===== src/rtl/pc_io_controller.sv =====
// pc_io_controller
//   Stalls the processor on I/O instructions until the user presses Enter.
//   Each accepted press advances exactly one I/O instruction.
//   The FSM debounces Enter and then waits for it to be released, so holding
//   the button does not run through several I/O instructions.
//
// Ports
//   clk, reset        rising-edge clock; synchronous active-low reset
//   Enter             raw user button (active-high)
//   Input/Output/Halt decoded class of the current instruction
//   sw_data           switch value, sampled into in_data while waiting
//   reg_data          register value, latched into disp_data on Output accept
//   pc_en / stall     PC load enable and its complement
//   in_data/in_valid  switch sample and its register-file write enable
//   disp_data/_valid  display register and one-cycle update strobe
//   waiting / halted  status: awaiting a press / processor stopped
module pc_io_controller #(
  parameter int DATA_WIDTH      = 32,
  parameter int DEBOUNCE_CYCLES = 6
) (
  input  logic                  clk,
  input  logic                  reset,
  input  logic                  Enter,
  input  logic                  Input,
  input  logic                  Output,
  input  logic                  Halt,
  input  logic [DATA_WIDTH-1:0] sw_data,
  input  logic [DATA_WIDTH-1:0] reg_data,
  output logic                  pc_en,
  output logic                  stall,
  output logic [DATA_WIDTH-1:0] in_data,
  output logic                  in_valid,
  output logic [DATA_WIDTH-1:0] disp_data,
  output logic                  disp_valid,
  output logic                  waiting,
  output logic                  halted
);

  localparam int CW = (DEBOUNCE_CYCLES > 1) ? $clog2(DEBOUNCE_CYCLES) : 1;
  // count value on the last high sample needed for acceptance
  localparam logic [CW-1:0] CNT_LAST = CW'(DEBOUNCE_CYCLES - 1);

  typedef enum logic [2:0] {
    RUN,
    WAIT_PRESS,
    DEBOUNCE,
    WAIT_RELEASE,
    HALTED
  } state_e;

  state_e                  state_q, state_d;
  logic [CW-1:0]           count_q, count_d;
  logic                    op_in_q, op_in_d;
  logic [DATA_WIDTH-1:0]   in_data_q;
  logic [DATA_WIDTH-1:0]   disp_data_q;
  logic                    disp_valid_q;
  logic                    pc_en_raw;
  logic                    accept;
  logic                    in_wait;

  // Next-state and PC enable
  always_comb begin
    state_d   = state_q;
    count_d   = count_q;
    op_in_d   = op_in_q;
    pc_en_raw = 1'b0;
    accept    = 1'b0;
    case (state_q)
      RUN: begin
        if (Halt) begin
          state_d = HALTED;
        end else if (Input || Output) begin
          // Input wins when both are decoded together
          state_d = WAIT_PRESS;
          op_in_d = Input;
        end else begin
          pc_en_raw = 1'b1;
        end
      end
      WAIT_PRESS: begin
        if (Enter) begin
          state_d = DEBOUNCE;
          count_d = CW'(1);
        end
      end
      DEBOUNCE: begin
        if (!Enter) begin
          // any low sample restarts the debounce window
          state_d = WAIT_PRESS;
          count_d = '0;
        end else if (count_q == CNT_LAST) begin
          accept    = 1'b1;
          pc_en_raw = 1'b1;
          state_d   = WAIT_RELEASE;
          count_d   = '0;
        end else begin
          count_d = count_q + CW'(1);
        end
      end
      WAIT_RELEASE: begin
        if (!Enter) state_d = RUN;
      end
      HALTED: begin
        state_d = HALTED;
      end
      default: begin
        state_d = RUN;
        count_d = '0;
      end
    endcase
  end

  assign in_wait = (state_q == WAIT_PRESS) || (state_q == DEBOUNCE);

  always_ff @(posedge clk) begin
    if (!reset) begin
      state_q      <= RUN;
      count_q      <= '0;
      op_in_q      <= 1'b0;
      in_data_q    <= '0;
      disp_data_q  <= '0;
      disp_valid_q <= 1'b0;
    end else begin
      state_q      <= state_d;
      count_q      <= count_d;
      op_in_q      <= op_in_d;
      // keep tracking the switches while the user may still change them
      if (in_wait) in_data_q <= sw_data;
      disp_valid_q <= accept && !op_in_q;
      if (accept && !op_in_q) disp_data_q <= reg_data;
    end
  end

  // reset gates the combinational strobes so an aborted operation never fires
  assign pc_en      = reset && pc_en_raw;
  assign stall      = !pc_en;
  assign in_valid   = reset && accept && op_in_q;
  assign in_data    = in_data_q;
  assign disp_data  = disp_data_q;
  assign disp_valid = disp_valid_q;
  assign waiting    = in_wait;
  assign halted     = (state_q == HALTED);

endmodule


===== config.mk =====
export PLATFORM = sky130hd
export DESIGN_NAME = pc_io_controller
export DESIGN_NICKNAME = d
export VERILOG_FILES = /design/src/rtl/pc_io_controller.sv
export SDC_FILE = /design/constraint.sdc
export NUM_CORES = 1
export LEC_CHECK = 0
export CAP_MARGIN = 20
export CORE_MARGIN = 3
export CORE_UTILIZATION = 41
export DETAILED_ROUTE_END_ITERATION = 10
export PLACE_DENSITY = 0.85
export SYNTH_ARGS = -nofsm -noshare
export SYNTH_HDL_FRONTEND = slang
export SYNTH_SLANG_ARGS = --single-unit

===== constraint.sdc =====
create_clock -name clk -period 1.7 [get_ports clk]
set_clock_uncertainty 0.05 [all_clocks]
set_input_delay 0.34 -clock clk [delete_from_list [all_inputs] [get_ports clk]]
set_output_delay 0.34 -clock clk [all_outputs]
set_load 0.01 [all_outputs]

## After elaboration in Yosys (flattened, before gate mapping)

Cells that the tools add are included.

- Register bits: 72
- Bits in latches: 0
- Bits in writable memories: 0
- Bits in read-only memories: 0
- Input port bits: 70
- Output and inout bits: 70
- Logic and storage cells: 48
- Memories: 0

- Add/sub/neg operators: 1
- Multipliers: 0
- Div/mod/pow operators: 0
- $lt $le $gt $ge: 0
- Equal/unequal tests: 9
- Shift operators: 0
- Mux-type cells: 17
- Bitwise gates (word level): 2
- Reduce and logical (&&, ||, !) cells: 13

Operators with widths:

| kind | count |
|---|---|
| $mux W3 | 9 |
| $pmux W3 S5 | 1 |
| $pmux W3 S3 | 1 |
| $eq A3 B2 Y1 const B | 2 |
| $eq A3 B3 Y1 const B | 2 |
| $ne A3 B3 Y1 const B | 2 |
| $mux W1 | 5 |
| $logic_and A1 B1 Y1 | 4 |
| $ne A2 B2 Y1 const B | 2 |
| $reduce_and A4 Y1 | 1 |
| $add A3 B1 Y3 const B | 1 |
| $eq A3 B1 Y1 const B | 1 |
| $logic_not A3 Y1 | 1 |
| $reduce_and A3 Y1 | 1 |
| $reduce_or A3 Y1 | 1 |
| $logic_not A1 Y1 | 2 |
| $logic_or A1 B1 Y1 | 2 |
| $not A1 Y1 | 2 |
| $pmux W1 S2 | 1 |
| $reduce_and A2 Y1 | 1 |

## Depth between registers and ports, before layout

- Word-level depth: 6
- Gate-level depth with buffers: 5
- Gate-level depth less buffers: 3

## Worst setup path after synthesis

No wires, ideal clock.

- Kind: flip-flop to output port
- From: register state_q[1]
- To: output pc_en
- Data arrival time: 1.294 ns
- Data required time: 1.310 ns
- Setup slack: 0.016 ns
- Cell stages (with the launch flop): 5
- Buffers on the path: 1
- Cells stage by stage: dfxtp_1 -> buf_2 -> or4_1 -> nor3_2 -> o21a_1

- Longest elaborated chain between the ends: 3
- Elaborated cells on any way between the ends: 4
- Classes of those cells: 1 x eq/ne; 1 x mux; 2 x reduce/logical

Ends and longest elaborated chain:

| item | RTL line | text |
|---|---|---|
| start: declaration | 51 | `state_e state_q, state_d;` |
| start signal: assignment | 124 | `state_q <= state_d;` |
| $eq A3 B2 Y1 / $logic_not A3 Y1 (equally long branches) | 68 | `case (state_q)` |
| $pmux W1 S2 * | 68 |  |
| $logic_and A1 B1 Y1 * | 135 | `assign pc_en = reset && pc_en_raw;` |
| end: declaration | 29 | `output logic pc_en,` |

Mark *: on every way between the ends. The rest lies on a longest branch, timed or not.

## Worst setup path after layout

- From: input Halt
- To: output pc_en

- Longest elaborated chain between the ends: 3

Ends and longest elaborated chain:

| item | RTL line | text |
|---|---|---|
| start: declaration | 26 | `input logic Halt,` |
| $mux W1 | 70 | `if (Halt) begin` |
| $pmux W1 S2 | 68 |  |
| $logic_and A1 B1 Y1 | 135 |  |

Every way passes these cells.

==> impl_summary.log <==
[metrics] sequential element share of the synthesized area: 48.28%
[metrics] final weighted congestion of routability-driven global placement: roughly 0.75
[metrics] setup ws final: -437.7 ps
[metrics] Worst R2R End: disp_data[21]
[metrics] antenna-violating nets left: 0
[metrics] Cells on Worst Hold Path: 2
[metrics] number of top-level pins: between 100 and 150
[metrics] highest cell delay on the worst timing path: roughly 440 ps
[metrics] category of the critical setup timing path: in -> out
[metrics] count of state elements after synthesis: 72
[metrics] count of final setup violators: 21
[metrics] count of distinct cell types in the synthesized netlist: 34
[metrics] antenna diode count: 0
[metrics] nets@finish: ~560
[metrics] number of H-tree branching levels: 3
[metrics] maximum net fanout on the critical path: 2
[metrics] cell type contributing the most total cell area after synthesis: sky130_fd_sc_hd__dfxtp_1
[metrics] post-cts hold buffer count: 0
[metrics] HPWL after DPL: 6002 microns
[metrics] worst skew pair latency: ~330 ps
[metrics] routed wirelength normalized by instance count: between 15 and 20 microns
[metrics] setup repair after global routing missed its margin: true
[metrics] count of final max-slew check failures: 0
[metrics] Cell Area, Synth: around 3000 sq um
[metrics] DRC viols: 0
[metrics] Num Clock Sinks: 72
[metrics] CP arrival: about 1800 ps
[metrics] status: finished, violations left
[metrics] placeable core region: a little under 7000 sq um
[metrics] leading cell type in the layout, fill and taps excluded: sky130_fd_sc_hd__clkdlybuf4s50_1
[metrics] max-slew headroom at the worst pin: a little over two thirds
[metrics] share of post-route cells with drive strength above 1: between 10% and 20%
[metrics] kind of cell with the highest combined delay on the critical path: buffers and inverters
[metrics] DP Area: about 4500 sq um
[metrics] yosys synthesis warning count: 0
[metrics] drt pass-1 iters: 4
[metrics] Final period util: 125.7%
[metrics] top post-synthesis cells by area: sky130_fd_sc_hd__dfxtp_1 48%, sky130_fd_sc_hd__mux2i_1 11%, sky130_fd_sc_hd__nand2_1 8.4%, sky130_fd_sc_hd__o21ai_0 6.4%, sky130_fd_sc_hd__a21oi_1 5.9%
[metrics] Mapped Cells: 346
[metrics] minimum clock period: around 2100 ps
[metrics] Port Buffer Count: roughly 140
[metrics] actual slew at the worst max-slew pin: roughly 460 ps
[metrics] overflow left after global routing: 0
[metrics] Buffers & Inverters on Critical Path: 3
[metrics] # rows: 30
[metrics] Yosys top cell area share: 48.28%
[metrics] total die area: ~8300 sq um
[metrics] post-route worst hold slack: slightly above 400 ps
[metrics] violation count after the first detailed-routing iteration: 110
[metrics] post-synthesis net count: 416
[metrics] Peak VDD IR: between 0.0004 and 0.0005 V
[metrics] area of all sequential standard cells: about 1400 sq um
[metrics] Register-to-Register Path Depth: 6
[metrics] Worst Hold Endpoint: disp_data[20]
[metrics] number of antenna violations at the first check in global routing: 0
[metrics] CP max-delay cell: sky130_fd_sc_hd__or4_4
[metrics] Worst R2R Setup Slack: -20 ps
[metrics] Die X-Extent: between 90 and 100 microns
[metrics] Final Instance Area: between 4000 and 5000 sq um
[metrics] buffer type at the clock tree root: sky130_fd_sc_hd__clkbuf_8
[metrics] chip height: roughly 91 microns
[metrics] combined global-route utilization of all metal layers: around 22%
[metrics] largest buffer count on any clock path: 2
[metrics] CTS tree: built
[metrics] Pwr Density: ~830 nW/um^2
[metrics] reg-to-reg startpoint: state_q[0]
[metrics] path class of the lowest-slack min-delay path: reg -> reg
[metrics] number of vias after detailed routing: 3068
[metrics] category of the worst setup path launch point: input port
[metrics] kind of end point of the critical path: output pin
[metrics] detail-routed via count per cell: 5.156
[metrics] synthesis-to-layout area growth: 65.30%
[metrics] final routed wirelength across all metal layers: 9199 microns
[metrics] first-pass GRT wire length: 14910 microns
[metrics] Multi-input gate area: between 1000 and 1500 sq um
[metrics] violations in the final reports: setup timing
[metrics] average cell area after synthesis: between 8 and 9 sq um
[metrics] via count of the first global-routing pass: roughly 3100
[metrics] final hold vios: 0
[metrics] beginning of the worst hold path: disp_data[20]
[metrics] count of filler cells inserted in the layout: ~530
[metrics] clock slew seen by the registers of the worst setup and hold paths: around 70 ps
[metrics] maximum number of pins on one net before global-route repair: 51
[metrics] number of buffers created by CTS: 9
[metrics] maximum frequency from static timing analysis: between 400 and 500 MHz
[metrics] static leakage power: about 1.7 nW
[metrics] Cell Chain, Critical Path: clkdlybuf4s50_1, or4_4, nor3_4, buf_6, o21a_1, buf_2
[metrics] MaxCap Viol Count: 0
[metrics] most used cells in the layout excluding fill and tap cells: 133 x sky130_fd_sc_hd__clkdlybuf4s50_1, 71 x sky130_fd_sc_hd__dfxtp_1, 67 x sky130_fd_sc_hd__nand2_1
[metrics] starting density of the core: between 40 and 50%
[metrics] Crit path required time: approximately 1300 ps
==> synth_stat cells (all sizes together) <==
cell type and instances:
o21a 2, inv 2, o21ai 39, nand2b 2
mux2i 32, buf 11, and3 1, xnor2 2
xor2 1, nand4 1, a311o 1, or3b 1
nand4bb 2, nand3 32, a311oi 1, clkbuf 20
clkinv 2, nand3b 2, nor3 5, nor2b 3
nand2 67, o221a 2, or4 1, nor2 4
dfxtp 72, nor4 2, nor3b 1, a21oi 35
==> layer usage <==
metal / vias up / global-route usage [%] / wire length [microns]
li1: 1488 / - / -
met3: 9 / 7.954 / 869
met2: 142 / 38.01 / 4526
met5: - / 0 / 0
met4: 0 / 7.412 / 97
met1: 1429 / 25.27 / 3706
==> stage by stage <==
| step | setup slack (ps) | setup TNS (ps) | cells | total power [mW] | utilization [%] |
|---|---|---|---|---|---|
| after floorplan | 15.54 | 0 | 346 | 2.145 | - |
| after global placement | -831.2 | -9604 | 569 | 2.525 | 65.10 |
| after detailed placement | -823.1 | -10200 | 569 | 2.542 | 65.10 |
| after CTS | -494.6 | -2126 | 595 | 4.164 | 71.15 |
| after global routing | -481.8 | -3929 | 595 | 4.288 | 71.06 |
| final | -437.7 | -1306 | 595 | 4.117 | 71.06 |
==> worst max-delay path by stage <==
stage,from,endpoint,slack (ps),cells after the start
2_1_floorplan,state_q[1],pc_en,20,4
3_3_place_gp,Halt,pc_en,-830,5
3_5_place_dp,Halt,pc_en,-820,5
4_1_cts,state_q[0],stall,-490,5
5_1_grt,state_q[0],pc_en,-480,5
6_report,Halt,pc_en,-440,6
==> what timing repair did <==
action,CTS,global route
gates cloned,3,0
setup endpoints to repair,6,39
buffers inserted,7,1
resized for setup,38,1
pin swaps,3,1
==> cell families (layout without fill, tap and decap cells) <==
kind of cell / Yosys count / count (layout) / synth area share, %
mux: 32 / 32 / 10.73
xor+xnor: 3 / 3 / 0.8803
buf+inv: 35 / 188 / 5.658
compound gates: 80 / 80 / 14.29
simple gates: 124 / 124 / 20.16
flops: 72 / 72 / 48.28
==> sequential cells by signal, indices dropped and copies added, names as in the netlist <==
signal	cells
disp_data	32
state_q	3
in_data	32
count_q	3
disp_valid	1
op_in_q	1
==> area by class of cell <==
cell class	instances	area share (%)
Timing Repair Buffer	168	34.63
Clock inverter	5	1.597
Inverter	4	0.4057
Clock buffer	11	3.068
Multi-Input combinational cell	239	28.63
Sequential cell	72	29.23
Tap cell	96	2.434
==> worst reg2reg max path, delay by kind of cell, from the launching register on <==
family,cells,cell delay [ps]
buf+inv,3,580
flops,1,310
simple gates,2,470
mux,1,230
==> power breakdown <==
part           internal, mW  switching (mW)  total [mW]
Combinational         0.443           0.360       0.803
Clock                 0.904           0.621        1.52
Sequential             1.75          0.0350        1.79
No activity file was read; power rests on OpenSTA's default activity.
